## src/rtl/instr_fetch_unit_pkg.sv

```systemverilog
// Shared definitions for the instruction fetch unit: FSM state encoding and PC constants.
package instr_fetch_unit_pkg;

    typedef enum logic [1:0] {
        S_FETCH = 2'd0,
        S_WAIT  = 2'd1,
        S_HOLD  = 2'd2,
        S_DROP  = 2'd3
    } fetch_state_e;

    localparam int unsigned PC_STEP    = 4;
    // Low PC bits that must be zero for word alignment.
    localparam int unsigned ALIGN_MASK = 3;

endpackage

```

## src/rtl/instr_fetch_unit_adder.sv

```systemverilog
// Plain modular adder; used by the fetch unit for the sequential pc+4 step.
module instr_fetch_unit_adder #(
    parameter int WIDTH = 16
) (
    input  logic [WIDTH-1:0] a,
    input  logic [WIDTH-1:0] b,
    output logic [WIDTH-1:0] sum
);

    // Carry out is discarded, so the result wraps modulo 2^WIDTH.
    assign sum = a + b;

endmodule

```

## src/rtl/instr_fetch_unit.sv

```systemverilog
// Fetch stage: owns the PC, keeps at most one read outstanding to instruction memory and
// hands each fetched word to the core on a valid/ready pair; redirects squash stale reads.
//
//   state   | meaning
//   --------+---------------------------------------------------------------
//   S_FETCH | request for pc is being offered to memory
//   S_WAIT  | request accepted, waiting for its response
//   S_HOLD  | fetched word presented to the core until instr_ready
//   S_DROP  | redirected while a request was in flight; discard its response
module instr_fetch_unit #(
    parameter int                    ADDR_WIDTH = 16,
    parameter int                    DATA_WIDTH = 32,
    parameter logic [ADDR_WIDTH-1:0] RESET_PC   = '0
) (
    input  logic                  clk,
    input  logic                  rst,
    input  logic                  redirect_valid,
    input  logic [ADDR_WIDTH-1:0] redirect_pc,
    output logic                  instr_valid,
    input  logic                  instr_ready,
    output logic [DATA_WIDTH-1:0] instr,
    output logic [ADDR_WIDTH-1:0] instr_pc,
    output logic                  mem_req_valid,
    input  logic                  mem_req_ready,
    output logic [ADDR_WIDTH-1:0] mem_addr,
    input  logic                  mem_resp_valid,
    input  logic [DATA_WIDTH-1:0] mem_resp_data,
    output logic                  protocol_err
);

    import instr_fetch_unit_pkg::*;

    fetch_state_e          state_q, state_d;
    logic [ADDR_WIDTH-1:0] pc_q, pc_d;
    logic [DATA_WIDTH-1:0] instr_q, instr_d;
    logic [ADDR_WIDTH-1:0] instr_pc_q, instr_pc_d;
    logic                  protocol_err_q, protocol_err_d;
    logic                  req_en_q, req_en_d;

    logic [ADDR_WIDTH-1:0] pc_next_seq;
    logic [ADDR_WIDTH-1:0] redirect_pc_aligned;
    logic                  req_fire;

    instr_fetch_unit_adder #(
        .WIDTH (ADDR_WIDTH)
    ) u_pc_adder (
        .a   (pc_q),
        .b   (ADDR_WIDTH'(PC_STEP)),
        .sum (pc_next_seq)
    );

    assign redirect_pc_aligned = redirect_pc & ~ADDR_WIDTH'(ALIGN_MASK);

    // req_en_q keeps the request low while rst is held; it first rises on the edge
    // that samples rst low, so nothing in the output path depends on rst directly.
    assign mem_req_valid = req_en_q && (state_q == S_FETCH);
    assign mem_addr      = pc_q;
    assign instr_valid   = (state_q == S_HOLD);
    assign instr         = instr_q;
    assign instr_pc      = instr_pc_q;
    assign protocol_err  = protocol_err_q;
    assign req_fire      = mem_req_valid && mem_req_ready;

    always_comb begin
        state_d        = state_q;
        pc_d           = pc_q;
        instr_d        = instr_q;
        instr_pc_d     = instr_pc_q;
        protocol_err_d = protocol_err_q;
        req_en_d       = 1'b1;

        unique case (state_q)
            S_FETCH: begin
                if (mem_resp_valid) begin
                    protocol_err_d = 1'b1;
                end
                if (redirect_valid) begin
                    pc_d    = redirect_pc_aligned;
                    state_d = req_fire ? S_DROP : S_FETCH;
                end else if (req_fire) begin
                    state_d = S_WAIT;
                end
            end
            S_WAIT: begin
                if (mem_resp_valid) begin
                    if (redirect_valid) begin
                        pc_d    = redirect_pc_aligned;
                        state_d = S_FETCH;
                    end else begin
                        instr_d    = mem_resp_data;
                        instr_pc_d = pc_q;
                        state_d    = S_HOLD;
                    end
                end else if (redirect_valid) begin
                    pc_d    = redirect_pc_aligned;
                    state_d = S_DROP;
                end
            end
            S_HOLD: begin
                if (mem_resp_valid) begin
                    protocol_err_d = 1'b1;
                end
                // A redirect alongside instr_ready still completes the handshake, but the
                // redirect target replaces the sequential increment.
                if (redirect_valid) begin
                    pc_d    = redirect_pc_aligned;
                    state_d = S_FETCH;
                end else if (instr_ready) begin
                    pc_d    = pc_next_seq;
                    state_d = S_FETCH;
                end
            end
            S_DROP: begin
                if (redirect_valid) begin
                    pc_d = redirect_pc_aligned;
                end
                if (mem_resp_valid) begin
                    state_d = S_FETCH;
                end
            end
            default: begin
                state_d = S_FETCH;
            end
        endcase
    end

    always_ff @(posedge clk) begin
        if (rst) begin
            state_q        <= S_FETCH;
            pc_q           <= RESET_PC;
            instr_q        <= '0;
            instr_pc_q     <= '0;
            protocol_err_q <= 1'b0;
            req_en_q       <= 1'b0;
        end else begin
            state_q        <= state_d;
            pc_q           <= pc_d;
            instr_q        <= instr_d;
            instr_pc_q     <= instr_pc_d;
            protocol_err_q <= protocol_err_d;
            req_en_q       <= req_en_d;
        end
    end

endmodule

```

## config.mk

```make
export PLATFORM = sky130hd
export DESIGN_NAME = instr_fetch_unit
export DESIGN_NICKNAME = d
export VERILOG_FILES = /design/src/rtl/instr_fetch_unit_pkg.sv /design/src/rtl/instr_fetch_unit_adder.sv /design/src/rtl/instr_fetch_unit.sv
export SDC_FILE = /design/constraint.sdc
export NUM_CORES = 1
export LEC_CHECK = 0
export ABC_AREA = 1
export BUFFER_PORTS_ARGS = -buffer_cell sky130_fd_sc_hd__buf_4
export CAP_MARGIN = 10
export CORE_MARGIN = 4
export CORE_UTILIZATION = 47
export CTS_CLUSTER_SIZE = 10
export DETAILED_ROUTE_END_ITERATION = 8
export GPL_TIMING_DRIVEN = 0
export PLACE_DENSITY = 0.79
export SYNTH_ARGS = -nofsm -noshare
export SYNTH_HDL_FRONTEND = slang
export SYNTH_SLANG_ARGS = --single-unit
```

## constraint.sdc

```tcl
create_clock -name clk -period 1.7 [get_ports clk]
set_clock_uncertainty 0.05 [all_clocks]
set_input_delay 0.085 -clock clk [delete_from_list [all_inputs] [get_ports clk]]
set_output_delay 0.085 -clock clk [all_outputs]
set_load 0.005 [all_outputs]
```

==> out/results.txt, run 1 <==
Outcome: completed
Beginning of the critical path: rst
RSZ-0062 raised after global routing: no
Via count: 3241
Row count: 27
CP Launch Type: input pin
Critical Path AT: 1750 ps
Total CTS buffers: 9
Drt first pass iters: 7
Power consumption: 4.15 mW
Chip Height: 85.1 um
Setup CP Type: input pin to flop
Drt total wl: 9460 um
Critical path's top delay family: buffers and inverters
Maxcap violations: 0
Clk slew on worst S/H paths: 70 ps
Clock H-tree levels: 3
CP Capture Type: flop
Routed Antenna Nets: 0
Layout cells sized above 1: 0.304
Peak VDD IR: 0.000553 V
Mapped Cells: 384
Max Fclk: 0.652 GHz
Crit share post-route: 0.902
Min-delay src: mem_resp_data[10]
Routed WL per cell: 15.1 um
Worst flop-to-flop path endpoint: state_q[1]
Design area: 0.00435 mm2
Boundary pin count: 121
CTS root buffer: clkbuf_8
Clock latency at the later pin of the worst-skew pair: 330 ps
All-Layer GR Usage: 0.256
Die Area: 0.00725 mm2
Sequential share of the synthesized area: 0.458
Final Max Tran Viols: 0
Tmin final: 1530 ps
Largest stage delay, worst path: 530 ps
Avg Cell Area, Syn: 7.28 um2
TNS Setup: 0 ps
DR vias/cell: 5.19
DRT iter0 DRCs: 238
Netlist cell types: 33
First-pass GRT wire length: 14900 um
Largest net degree at the start of global routing: 12
Core box area: 0.00564 mm2
Syn Std Cell Area: 0.00280 mm2
Die Span X: 85.1 um
Area grow syn2layout: 55.5%
Nets@finish: 603
FF-to-FF Start: state_q[1]
CTS tree: done
Hold Path Class: input pin to flop
Clock sinks: 64
Critical path's slowest cell: dlygate4sd3_1
CP Max Fanout: 10
CP required: 1920 ps
DP Area: 0.00375 mm2
Flop2flop setup slack: 170 ps
Residual DRC count: 0
Gp weighted congestion: 0.916
LEAKAGE: 1.95 nW
Cells along the critical path: dlygate4sd3_1 > buf_4 > inv_1 > buf_2 > clkbuf_1 > o21ai_1 > nor2_1
Antenna violations before repair: 0
CP bufs+invs: 5
Final Setup Violations: 0
Yosys reg bits: 64
WHS Path Cells: 3
# port buffers: 113
Gr ovfl total: 0
Syn. warnings: 0
Hold Path Sink: instr[10]
DP Cell Count: 572
Starting Density: 0.496
Antenna diodes: 0
CTS max path bufs: 2
Non-Filler Instances: 625
Number of global-route vias before repair: 3127
Hold Violations, Final: 0
Fill cells: 390
Reg2Reg Depth: 9
Power per Cell Area: 955 mW/mm2
Dpl hpwl: 6170 um
## worst max-delay path by stage
stage                        end  depth (start not counted)
CTS                 mem_addr[14]                          8
finish                 instr[30]                          7
global placement    mem_addr[10]                          7
global route           instr[29]                          7
floorplan           mem_addr[14]                          8
detailed placement  mem_addr[14]                          8
## timing repair
| item | CTS | global route |
|---|---|---|
| gates resized for setup | 1 | 6 |
| pin swaps | 0 | 1 |
| setup endpoints to repair | 1 | 6 |
| hold buffers | 37 | 0 |
| buffers inserted | 0 | 0 |
| endpoints found under the hold margin | 40 | 0 |
## Yosys cell counts (all sizes together)
cell type / n / area, um2
clkbuf: 6 / 22.5
o22ai: 2 / 12.5
inv: 22 / 85.1
dfxtp: 64 / 1280
o21ai: 59 / 295
a21oi: 19 / 95.1
o211ai: 1 / 7.51
a211oi: 1 / 7.51
nor4: 2 / 25.0
a31oi: 1 / 6.26
nand3: 19 / 100
nor3b: 1 / 7.51
nor3: 7 / 35.0
nor2: 111 / 437
buf: 16 / 128
nand3b: 1 / 7.51
nand2: 45 / 195
conb: 1 / 3.75
o221ai: 1 / 8.76
clkinv: 1 / 5.00
nand4: 3 / 18.8
ha: 1 / 12.5
## worst register-to-register path, stage by stage, from the launching register on
cell      delay [ps]
dfxtp_1          460
inv_2            100
nor2_4           140
nand2_2          140
clkinv_2         170
nand2_1           80
nand2_1          110
nand2_1           60
nand3_1           70
inv_1             40
## metrics by stage
stage	utilization	setup WS, ps	hold slack, ps
CTS	0.769	113	3.05
floorplan	-	286	104
global route	0.771	30.9	31.0
finish	0.771	167	11.0
detailed placement	0.664	36.9	279
global placement	0.664	76.8	269
## cells in the final DEF (no fill, tap or decap), types with 2 or more instances in the layout
cell	netlist	final
buf_4	9	122
nor2_1	105	104
dfxtp_1	64	61
nand2_1	42	42
dlygate4sd3_1	0	37
o21ai_0	36	36
o21ai_1	23	23
a21oi_1	19	19
nand3_1	18	18
inv_1	17	17
clkbuf_8	0	10
nor3_1	7	7
clkbuf_1	6	5
nor2_2	5	5
inv_2	4	4
buf_6	4	4
clkinv_2	1	4
conb_1	1	4
buf_2	3	3
nand4_1	3	3
dfxtp_2	0	3
nor2_4	1	2
nor4_2	2	2
o22ai_1	2	2
bufinv_16	0	2
## cell families (layout without fill, tap and decap cells)
kind of cell / count (synthesis) / after routing / share of synthesized area
adder cells (fa/ha/maj): 1 / 1 / 0.00447
AND/OR/NAND/NOR: 189 / 189 / 0.295
flip-flops: 64 / 64 / 0.458
buffers and inverters: 45 / 211 / 0.0859
AO/OA/AOI/OAI: 84 / 84 / 0.155
other: 1 / 4 / 0.00134
## per-layer routing
metal	GRT usage	vias to the layer above	part of all wire
met2	0.443	193	0.48
met1	0.305	1448	0.40
met4	0.101	0	0.019
met3	0.0573	20	0.092
li1	-	1580	-
met5	0	-	0
## area by class of cell
class,instances,area (um2),area share
clock inverter,6,82.6,0.0190
tap,72,90.1,0.0207
inverter,23,90.1,0.0207
sequential,64,1280,0.295
buffer,22,151,0.0348
clock buffer,10,138,0.0316
timing repair buffer,150,1220,0.280
multi-input combinational,278,1290,0.297
## power by group
part / switching (mW) / total (mW) / internal, mW
combinational: 0.465 / 0.942 / 0.478
clock: 0.589 / 1.45 / 0.858
sequential: 0.125 / 1.76 / 1.64
## flip-flops by register name (all words and copies together), names as in the netlist
| signal | cells |
|---|---|
| instr | 32 |
| mem_addr | 14 |
| instr_pc | 14 |
| state_q | 2 |
| protocol_err | 1 |
| req_en_q | 1 |
Power figures use the tool's default switching activity.
==> run 2, diff against run 1 <==
Settings changed: CORE_UTILIZATION 47 to 50, PLACE_DENSITY 0.79 to 0.8, SYNTH_HIERARCHICAL set to 1.
==> run 2 against run 1 <==
Effect of this change:
- fmax decreased by 16%
- cell count increased by 27%
- synthesized cell count increased by 31%
- critical path depth increased by 4
- clock-buffer cell count increased by 4
- synthesized area increased by 25%
- power increased by 13%
- critical endpoint is now mem_addr[9]
- the run now ends with setup timing left
- final area increased by 26%
==> out/results.txt, run 2 <==
Setup CP Type: flop to flop
Number of flip-flops in the largest register: 32
Final Setup Violations: 9
Yosys top cell by area: dfxtp_1
Core box area: 0.00679 mm2
CP Launch Type: flop
Critical Path AT: 1980 ps
Drt first pass iters: 4
CP Max Fanout: 3
Row count: 30
Area grow syn2layout: 56.7%
CP bufs+invs: 1
Number of flops mapped to enable cells by yosys: 0
Critical path's slowest cell: dfxtp_4
RSZ-0062 raised after global routing: yes
Largest stage delay, worst path: 360 ps
Clock latency at the later pin of the worst-skew pair: 330 ps
Residual DRC count: 0
Tmin final: 1820 ps
Design area: 0.00547 mm2
Sequential share of the synthesized area: 0.390
Most used DFF post-synth: dfxtp_1
Commonest non-fill, non-tap cell in the layout: buf_4
Clock sinks: 68
Via count: 3984
Crit share post-route: 1.07
Yosys reg bits: 68
Max Fclk: 0.551 GHz
Avg Cell Area, Syn: 6.93 um2
Post-Route M1 WL: 4550 um
Switching power total: 1.48 mW
Top cells by area, synth: dfxtp_1, nor2_1, nand2_1
WHS: 5.91 ps
Die Span X: 91.6 um
Routed Antenna Nets: 0
Boundary pin count: 121
Clock H-tree levels: 3
Hold Path Class: input pin to flop
Gr ovfl total: 0
Nets@finish: 764
Switch share: 0.315
Largest net degree at the start of global routing: 12
CP required: 1870 ps
Syn. warnings: 6
Gp weighted congestion: 0.902
Number of global-route vias before repair: 3929
Routed WL per cell: 14.5 um
CTS max path bufs: 2
Outcome: finished, violations left
Starting Density: 0.514
Internal Power: 3.21 mW
Routed wl met2: 5850 um
Maxcap violations: 0
Antenna diodes: 0
Mapped Cells: 504
All-Layer GR Usage: 0.272
CTS root buffer: clkbuf_8
DR vias/cell: 5.01
Count leader, synth: nor2_1
Peak VDD IR: 0.000468 V
Netlist cell types: 31
Critical path's top delay family: simple AND/OR/NAND/NOR gates
Slew @ Worst Pin: 630 ps
Met3 routed WL: 752 um
Slew headroom: 0.580
LEAKAGE: 2.63 nW
# port buffers: 118
Sequential share of power: 0.401
Failing checks: setup timing
CP Capture Type: flop
First-pass GRT wire length: 18400 um
Final Max Tran Viols: 0
Die Area: 0.00839 mm2
Gate power share: 0.327
Power per Cell Area: 855 mW/mm2
DP Area: 0.00460 mm2
Dpl hpwl: 7650 um
DRT iter0 DRCs: 197
FFs w/ async S/R, synth: 0
CTS tree: done
Drt total wl: 11500 um
Clk slew on worst S/H paths: 70 ps
Cells along the critical path: ha_4 > or2_4 > nand3b_1 > nand2_2 > buf_6 > nand2_4 > nand2_2 > nand2_2 > nand2_2 > o22ai_2 > a21oi_2
Hold Violations, Final: 0
Syn Std Cell Area: 0.00349 mm2
Top cell type's share of synthesized area: 0.390
Layout cells sized above 1: 0.315
Chip Height: 91.6 um
Final worst slack: -116 ps
Crit path top cell by count: nand2_2
Top layer reached by signal wires: met4
Total CTS buffers: 9
Most frequent cells in the layout: buf_4, nor2_1, nand2_1
Clock power share: 0.273
Post-synth top cells: nor2_1, nand2_1, dfxtp_1
Antenna violations before repair: 0
run 2: changes by cell type after synthesis, sizes merged, moves of 4 or more:
| cell | before | now |
|---|---|---|
| nand2 | 45 | 93 |
| inv | 22 | 47 |
| ha | 1 | 15 |
| o22ai | 2 | 12 |
| a21oi | 19 | 26 |
| o21ai | 59 | 66 |
| xor2 | 0 | 6 |
| buf | 16 | 12 |
| dfxtp | 64 | 68 |
| nand3 | 19 | 15 |
| nor2 | 111 | 115 |
| or2 | 0 | 4 |
run 2: power by group through the flow:
| stage | Clock, mW | Combinational, mW | Sequential (mW) |
|---|---|---|---|
| floorplan | 0 | 0.761 | 1.87 |
| global placement | 0 | 1.20 | 1.88 |
| detailed placement | 0 | 1.23 | 1.89 |
| CTS | 1.29 | 1.40 | 1.87 |
| global route | 1.38 | 1.68 | 1.90 |
| finish | 1.28 | 1.53 | 1.88 |
run 2: layer usage:
| layer | global-route usage | vias up |
|---|---|---|
| met5 | 0 | - |
| met4 | 0.134 | 0 |
| met3 | 0.0398 | 31 |
| met2 | 0.479 | 158 |
| met1 | 0.319 | 1816 |
| li1 | - | 1979 |
run 2: area by class of cell:
| cell class | instances | area (um2) |
|---|---|---|
| multi-input combinational | 382 | 2130 |
| sequential | 68 | 1380 |
| timing repair buffer | 164 | 1340 |
| fill | 431 | 1320 |
| inverter | 48 | 180 |
| clock buffer | 14 | 153 |
| buffer | 21 | 135 |
| tap | 96 | 120 |
| clock inverter | 2 | 35.0 |
run 2: kinds of logic (layout without fill, tap and decap cells):
kind of cell             Yosys count  in the layout  synth area share
XOR/XNOR                           8              8            0.0201
other                              2             17           0.00215
AND/OR/NAND/NOR                  237            237             0.284
adder cells (fa/ha/maj)           16             16            0.0595
buffers and inverters             69            249            0.0903
AO/OA/AOI/OAI                    104            104             0.154
flip-flops                        68             68             0.390
run 2: worst paths after layout:
path              startpoint      endpoint  slack (ps)  depth (start not counted)
max              mem_addr[2]   mem_addr[9]        -120                         11
min reg2reg     protocol_err  protocol_err         430                          2
max reg2reg      mem_addr[2]   mem_addr[9]        -120                         11
min          redirect_pc[15]  mem_addr[15]           6                          3
run 2: worst register-to-register path, stage by stage, from the launching register on:
cell,delay [ps]
dfxtp_4,360
ha_4,190
or2_4,260
nand3b_1,120
nand2_2,110
buf_6,140
nand2_4,50
nand2_2,60
nand2_2,70
nand2_2,70
o22ai_2,170
a21oi_2,70
run 2: repair_timing:
item,4_1_cts,5_1_grt
buffers inserted,4,2
hold endpoints to repair,41,1
hold buffers,39,1
resized for setup,28,26
pin swaps,11,26
endpoints found under the setup margin,6,10
run 2: through the flow:
step / worst slack [ps] / TNS, ps / cells / util / total power [mW]
after global placement: -121 / -543 / 733 / 0.677 / 3.09
after detailed placement: -124 / -565 / 733 / 0.677 / 3.12
final: -116 / -484 / 795 / 0.806 / 4.68
after CTS: 3.32 / 0 / 792 / 0.789 / 4.55
after floorplan: 3.99 / 0 / 519 / - / 2.64
after global routing: -152 / -1050 / 795 / 0.806 / 4.96
